$ cat config.mk
export PLATFORM = sky130hd
export DESIGN_NAME = pc_sequencer
export DESIGN_NICKNAME = d
export VERILOG_FILES = /design/src/rtl/pc_sequencer.sv
export SDC_FILE = /design/constraint.sdc
export NUM_CORES = 1
export LEC_CHECK = 0
export BUFFER_PORTS_ARGS = -buffer_cell sky130_fd_sc_hd__buf_2
export CORE_UTILIZATION = 52
export DETAILED_ROUTE_END_ITERATION = 6
export HOLD_SLACK_MARGIN = 0.1
export PLACE_DENSITY = 0.87
export SLEW_MARGIN = 30
export SYNTH_ARGS = -nofsm -noshare
export SYNTH_HDL_FRONTEND = slang
export SYNTH_SLANG_ARGS = --single-unit
$ cat constraint.sdc
create_clock -name Clk -period 2.5 [get_ports Clk]
set_input_delay 0.125 -clock Clk [delete_from_list [all_inputs] [get_ports Clk]]
set_output_delay 0.125 -clock Clk [all_outputs]
set_load 0.005 [all_outputs]
$ cat src/rtl/pc_sequencer.sv
// rtl/pc_sequencer.sv - program counter and run/flush/done sequencer with cycle counter
module pc_sequencer #(
    parameter int PC_W  = 10,
    parameter int CNT_W = 16
) (
    input  logic             Clk,
    input  logic             Reset_n,
    input  logic             Start,
    input  logic [PC_W-1:0]  StartAddr,
    input  logic             BranchEn,
    input  logic             Taken,
    input  logic [PC_W-1:0]  Target,
    input  logic             Halt,
    input  logic             Stall,
    output logic [PC_W-1:0]  PC,
    output logic             InstrValid,
    output logic             Done,
    output logic [CNT_W-1:0] CycleCount
);

    typedef enum logic [1:0] {
        S_IDLE  = 2'd0,
        S_RUN   = 2'd1,
        S_FLUSH = 2'd2,
        S_DONE  = 2'd3
    } state_t;

    localparam logic [PC_W-1:0]  PC_LAST = {PC_W{1'b1}};
    localparam logic [CNT_W-1:0] CNT_MAX = {CNT_W{1'b1}};

    state_t           state_q, state_d;
    logic [PC_W-1:0]  pc_q, pc_d;
    logic             done_q, done_d;
    logic [CNT_W-1:0] cnt_q, cnt_d;
    logic [CNT_W-1:0] cnt_inc;

    assign cnt_inc = (cnt_q == CNT_MAX) ? cnt_q : cnt_q + 1'b1;

    always_ff @(posedge Clk or negedge Reset_n) begin
        if (!Reset_n) begin
            state_q <= S_IDLE;
            pc_q    <= '0;
            done_q  <= 1'b0;
            cnt_q   <= '0;
        end else begin
            state_q <= state_d;
            pc_q    <= pc_d;
            done_q  <= done_d;
            cnt_q   <= cnt_d;
        end
    end

    // Start overrides everything; otherwise RUN resolves stall > halt > taken branch > sequential.
    always_comb begin
        state_d = state_q;
        pc_d    = pc_q;
        done_d  = done_q;
        cnt_d   = cnt_q;
        if (Start) begin
            state_d = S_RUN;
            pc_d    = StartAddr;
            done_d  = 1'b0;
            cnt_d   = '0;
        end else begin
            case (state_q)
                S_RUN: begin
                    cnt_d = cnt_inc;
                    if (Stall) begin
                        state_d = S_RUN;
                    end else if (Halt) begin
                        done_d  = 1'b1;
                        state_d = S_DONE;
                    end else if (BranchEn && Taken) begin
                        pc_d    = Target;
                        state_d = S_FLUSH;
                    end else if (pc_q == PC_LAST) begin
                        pc_d    = '0;
                        done_d  = 1'b1;
                        state_d = S_DONE;
                    end else begin
                        pc_d = pc_q + 1'b1;
                    end
                end
                S_FLUSH: begin
                    cnt_d   = cnt_inc;
                    state_d = S_RUN;
                end
                default: state_d = state_q;
            endcase
        end
    end

    assign PC         = pc_q;
    assign InstrValid = (state_q == S_RUN);
    assign Done       = done_q;
    assign CycleCount = cnt_q;

endmodule

==> metrics.txt <==
# TYPE chip_impl_metric gauge
chip_impl_metric{name="largest_net_degree_at_the_start_of_global_routing",unit=""} 43
chip_impl_metric{name="post-layout-total-power",unit="mW"} 1.109
chip_impl_metric{name="finish.utilization",unit="%"} 68.97
chip_impl_metric{name="port_buffers",unit=""} 54
chip_impl_metric{name="fmaxAchievable",unit="MHz"} 442.5
chip_impl_info{name="worst-setup-path-type",value="register to register"} 1
chip_impl_metric{name="wl_met1",unit="um"} 2176
chip_impl_metric{name="hold_slack",unit="ps"} 109.5
chip_impl_metric{name="synth.ff_latch_count",unit=""} 29
chip_impl_metric{name="flow.area_growth_from_synthesis",unit="%"} 24.95
chip_impl_metric{name="critical_path_required",unit="ps"} 2730
chip_impl_metric{name="report.final.setup_viol",unit=""} 0
chip_impl_metric{name="synth_nets",unit=""} 254
chip_impl_metric{name="clk_transition_reported_paths",unit="ps"} 100
chip_impl_metric{name="async_s_r_ff_share_synth",unit="%"} 100.0
chip_impl_info{name="most_used_flip_flop_cell_after_synthesis",value="sky130_fd_sc_hd__dfrtp_1"} 1
chip_impl_metric{name="detailedRoute.firstPassIterationCount",unit=""} 4
chip_impl_metric{name="power_density",unit="mW/mm^2"} 470.9
chip_impl_metric{name="clock_latency",unit="ps"} 340
chip_impl_metric{name="critical_path.max_fanout",unit=""} 7
chip_impl_info{name="worst_setup_path_end_kind",value="register"} 1
chip_impl_metric{name="ys_types",unit=""} 48
chip_impl_metric{name="sink_count",unit=""} 29
chip_impl_metric{name="fraction_of_the_cycle_the_final_worst_path_needs",unit="%"} 90.39
chip_impl_metric{name="finClkSkew",unit="ps"} 6.833
chip_impl_metric{name="period_needed",unit="ps"} 2260
chip_impl_metric{name="yosysSeqAreaShare",unit="%"} 38.49
chip_impl_info{name="clock_tree_from_tritoncts",value="done"} 1
chip_impl_metric{name="fp.dieArea",unit="mm^2"} 0.003871
chip_impl_metric{name="wl_per_cell",unit="um"} 14.03
chip_impl_metric{name="placedCellCount",unit=""} 313
chip_impl_metric{name="drc",unit=""} 0
chip_impl_metric{name="start_util",unit="%"} 55.20
chip_impl_metric{name="h-tree-depth",unit=""} 2
chip_impl_metric{name="core_region_area",unit="mm^2"} 0.003416
chip_impl_metric{name="grtUsageTotal",unit="%"} 26.91
chip_impl_metric{name="nets",unit=""} 315
chip_impl_metric{name="floorplan.die.width",unit="um"} 62.22
chip_impl_metric{name="grt-ovfl-total",unit=""} 0
chip_impl_metric{name="static_leakage",unit="nW"} 1.067
chip_impl_metric{name="grt_antenna_before_repair",unit=""} 0
chip_impl_metric{name="floorplan.io_pins",unit=""} 55
chip_impl_info{name="yosys.area.top_type",value="sky130_fd_sc_hd__dfrtp_1"} 1
chip_impl_metric{name="detailed_router_s_first_iteration_violation_count",unit=""} 131
chip_impl_metric{name="antenna_cells",unit=""} 0
chip_impl_metric{name="worstPathArrival",unit="ps"} 2490
chip_impl_metric{name="maxCapViolations",unit=""} 0
chip_impl_metric{name="wl_met3",unit="um"} 249
chip_impl_metric{name="synth-edff-count",unit=""} 0
chip_impl_metric{name="syn_area_per_cell",unit="um^2"} 8.455
chip_impl_metric{name="dr_wl_met2",unit="um"} 2146
chip_impl_metric{name="routabilityCongestion",unit=""} 0.9034
chip_impl_metric{name="grt_pass1_wl",unit="um"} 8169
chip_impl_metric{name="synth.top_cell.area_share",unit="%"} 38.49
chip_impl_metric{name="instances_no_fill",unit=""} 331
chip_impl_metric{name="dp.final_hpwl",unit="um"} 3260
chip_impl_metric{name="routed_wirelength",unit="um"} 4645
chip_impl_metric{name="routed-via-count",unit=""} 1915
chip_impl_metric{name="layout-drive-gt1-share",unit="%"} 25.96
chip_impl_metric{name="rows",unit=""} 21
chip_impl_metric{name="postRouteAntennaNets",unit=""} 0
chip_impl_metric{name="final_hold_violating_endpoints",unit=""} 0
chip_impl_metric{name="yosysWarnings",unit=""} 0
chip_impl_metric{name="peakVddDrop",unit="mV"} 0.4066
chip_impl_info{name="run_status",value="finished, final reports clean"} 1
chip_impl_metric{name="finalSetupTns",unit="ps"} 0
chip_impl_info{name="timing.hold.worst.class",value="input pin to register"} 1
chip_impl_metric{name="grt_pass1_vias",unit=""} 1748
chip_impl_info{name="grt_setup_unrepaired",value="no"} 1
chip_impl_metric{name="ctsLongestPathBuffers",unit=""} 2
chip_impl_metric{name="cts-buffers-inserted",unit=""} 5
chip_impl_info{name="cp-start-kind",value="register"} 1
chip_impl_info{name="yosys.cell_count.top_type",value="sky130_fd_sc_hd__dfrtp_1"} 1
chip_impl_metric{name="worst_slew_pin_slew",unit="ps"} 706.5
chip_impl_info{name="synthTopCellsByCount",value="sky130_fd_sc_hd__dfrtp_1 (29), sky130_fd_sc_hd__nand2_1 (19), sky130_fd_sc_hd__nor2_1 (16), sky130_fd_sc_hd__a21oi_1 (14)"} 1
chip_impl_metric{name="syn_area",unit="mm^2"} 0.001886
chip_impl_metric{name="maxSlewHeadroom",unit="%"} 52.90
chip_impl_metric{name="die_height",unit="um"} 62.22
chip_impl_info{name="synth.area.top_cells",value="sky130_fd_sc_hd__dfrtp_1 (38%), sky130_fd_sc_hd__mux2_2 (4.2%), sky130_fd_sc_hd__nand2_1 (3.8%)"} 1
chip_impl_metric{name="final-max-slew-violation-count",unit=""} 0
chip_impl_metric{name="post_cts_resize_count",unit=""} 0
chip_impl_metric{name="synthesis.instances",unit=""} 223
chip_impl_metric{name="detail_route.vias_per_cell",unit=""} 5.785
chip_impl_info{name="clk_root_buffer_cell",value="sky130_fd_sc_hd__clkbuf_4"} 1
chip_impl_info{name="dr.max_layer_used",value="met4"} 1
## area by class of cell
cell class	instances	area, um^2
Clock buffer	7	65.06
Multi-Input combinational cell	173	1080
Fill cell	283	1060
Timing Repair Buffer	67	392.9
Sequential cell	29	725.7
Tap cell	46	57.56
Inverter	8	30.03
Clock inverter	1	5.005
## sequential cells by signal, summed over array words and instances, names as in the netlist
signal,cells
PC,10
state_q,2
Done,1
CycleCount,16
## path summary, 6_finish.rpt
kind                           startpoint  slack (ps)              to  cells after the start
setup / recovery               state_q[0]         240  CycleCount[11]                      6
hold / removal                  Target[1]         110           PC[1]                      3
setup reg to reg               state_q[0]         240  CycleCount[11]                      6
hold reg to reg            CycleCount[12]         510  CycleCount[12]                      1
max in group asynchronous         Reset_n        1740   CycleCount[0]                      2
min in group asynchronous         Reset_n         340   CycleCount[5]                      2
## per-stage QoR
stage,worst slack [ps],instance area (um^2)
3_3_place_gp,323.4,2186
5_1_grt,100.4,2356
6_report,240.3,2356
4_1_cts,255.9,2356
3_5_place_dp,267.9,2186
2_1_floorplan,383.0,1886
## cells in the final DEF, fill, tap and decap left out, drive strengths merged, types with 2 or more instances in the layout
cell type,Yosys,layout
a221oi,3,3
clkbuf,13,7
mux2,7,7
buf,0,57
dfrtp,29,29
o21ai,13,13
and2,3,3
and4,2,2
a21oi,14,14
nand4,8,8
nor3,11,11
nand2,19,19
nand3,14,14
or3,3,3
a21o,2,2
nor2b,9,9
o311ai,2,2
and3,2,2
ha,4,4
o41ai,2,2
a211oi,5,5
or4,2,2
a31oi,7,7
inv,8,8
o31a,3,3
dlygate4sd3,0,10
nor2,16,16
nor3b,2,2
## logic make-up after synthesis
family / count (synthesis) / share of synthesized area [%]
AOI/OAI and AO/OA: 62 / 21.77
xor gates and xnor gates: 2 / 0.9292
adders and majority gates: 4 / 2.654
buffers and inverters: 21 / 4.246
DFF: 29 / 38.49
muxes: 8 / 4.712
and+or+nand+nor: 97 / 27.21
## per-layer routing
layer | up-vias | global-route usage (%)
li1 | 956 | -
met1 | 894 | 36.94
met2 | 57 | 40.80
met3 | 8 | 6.434
met4 | 0 | 10.76
met5 | - | 0
## where the power goes
part / leakage, nW / total (mW) / internal [mW] / switching, mW
sequential: 0.378 / 0.549 / 0.498 / 0.0510
clock: 0.0413 / 0.342 / 0.163 / 0.179
combinational: 0.647 / 0.219 / 0.107 / 0.112
total: 1.07 / 1.11 / 0.767 / 0.342
## worst max-delay path, cell delays in order (launching register included)
cell and delay (ps):
sky130_fd_sc_hd__dfrtp_1 360, sky130_fd_sc_hd__inv_1 60, sky130_fd_sc_hd__ha_1 370, sky130_fd_sc_hd__nand3b_1 200, sky130_fd_sc_hd__or4_1 510, sky130_fd_sc_hd__a211oi_1 290, sky130_fd_sc_hd__mux2_2 360
## repair_timing
item,CTS,global route
setup buffers,0,0
hold buffers,10,0
hold endpoints to repair,37,0
(Power assumes the default switching activity.)
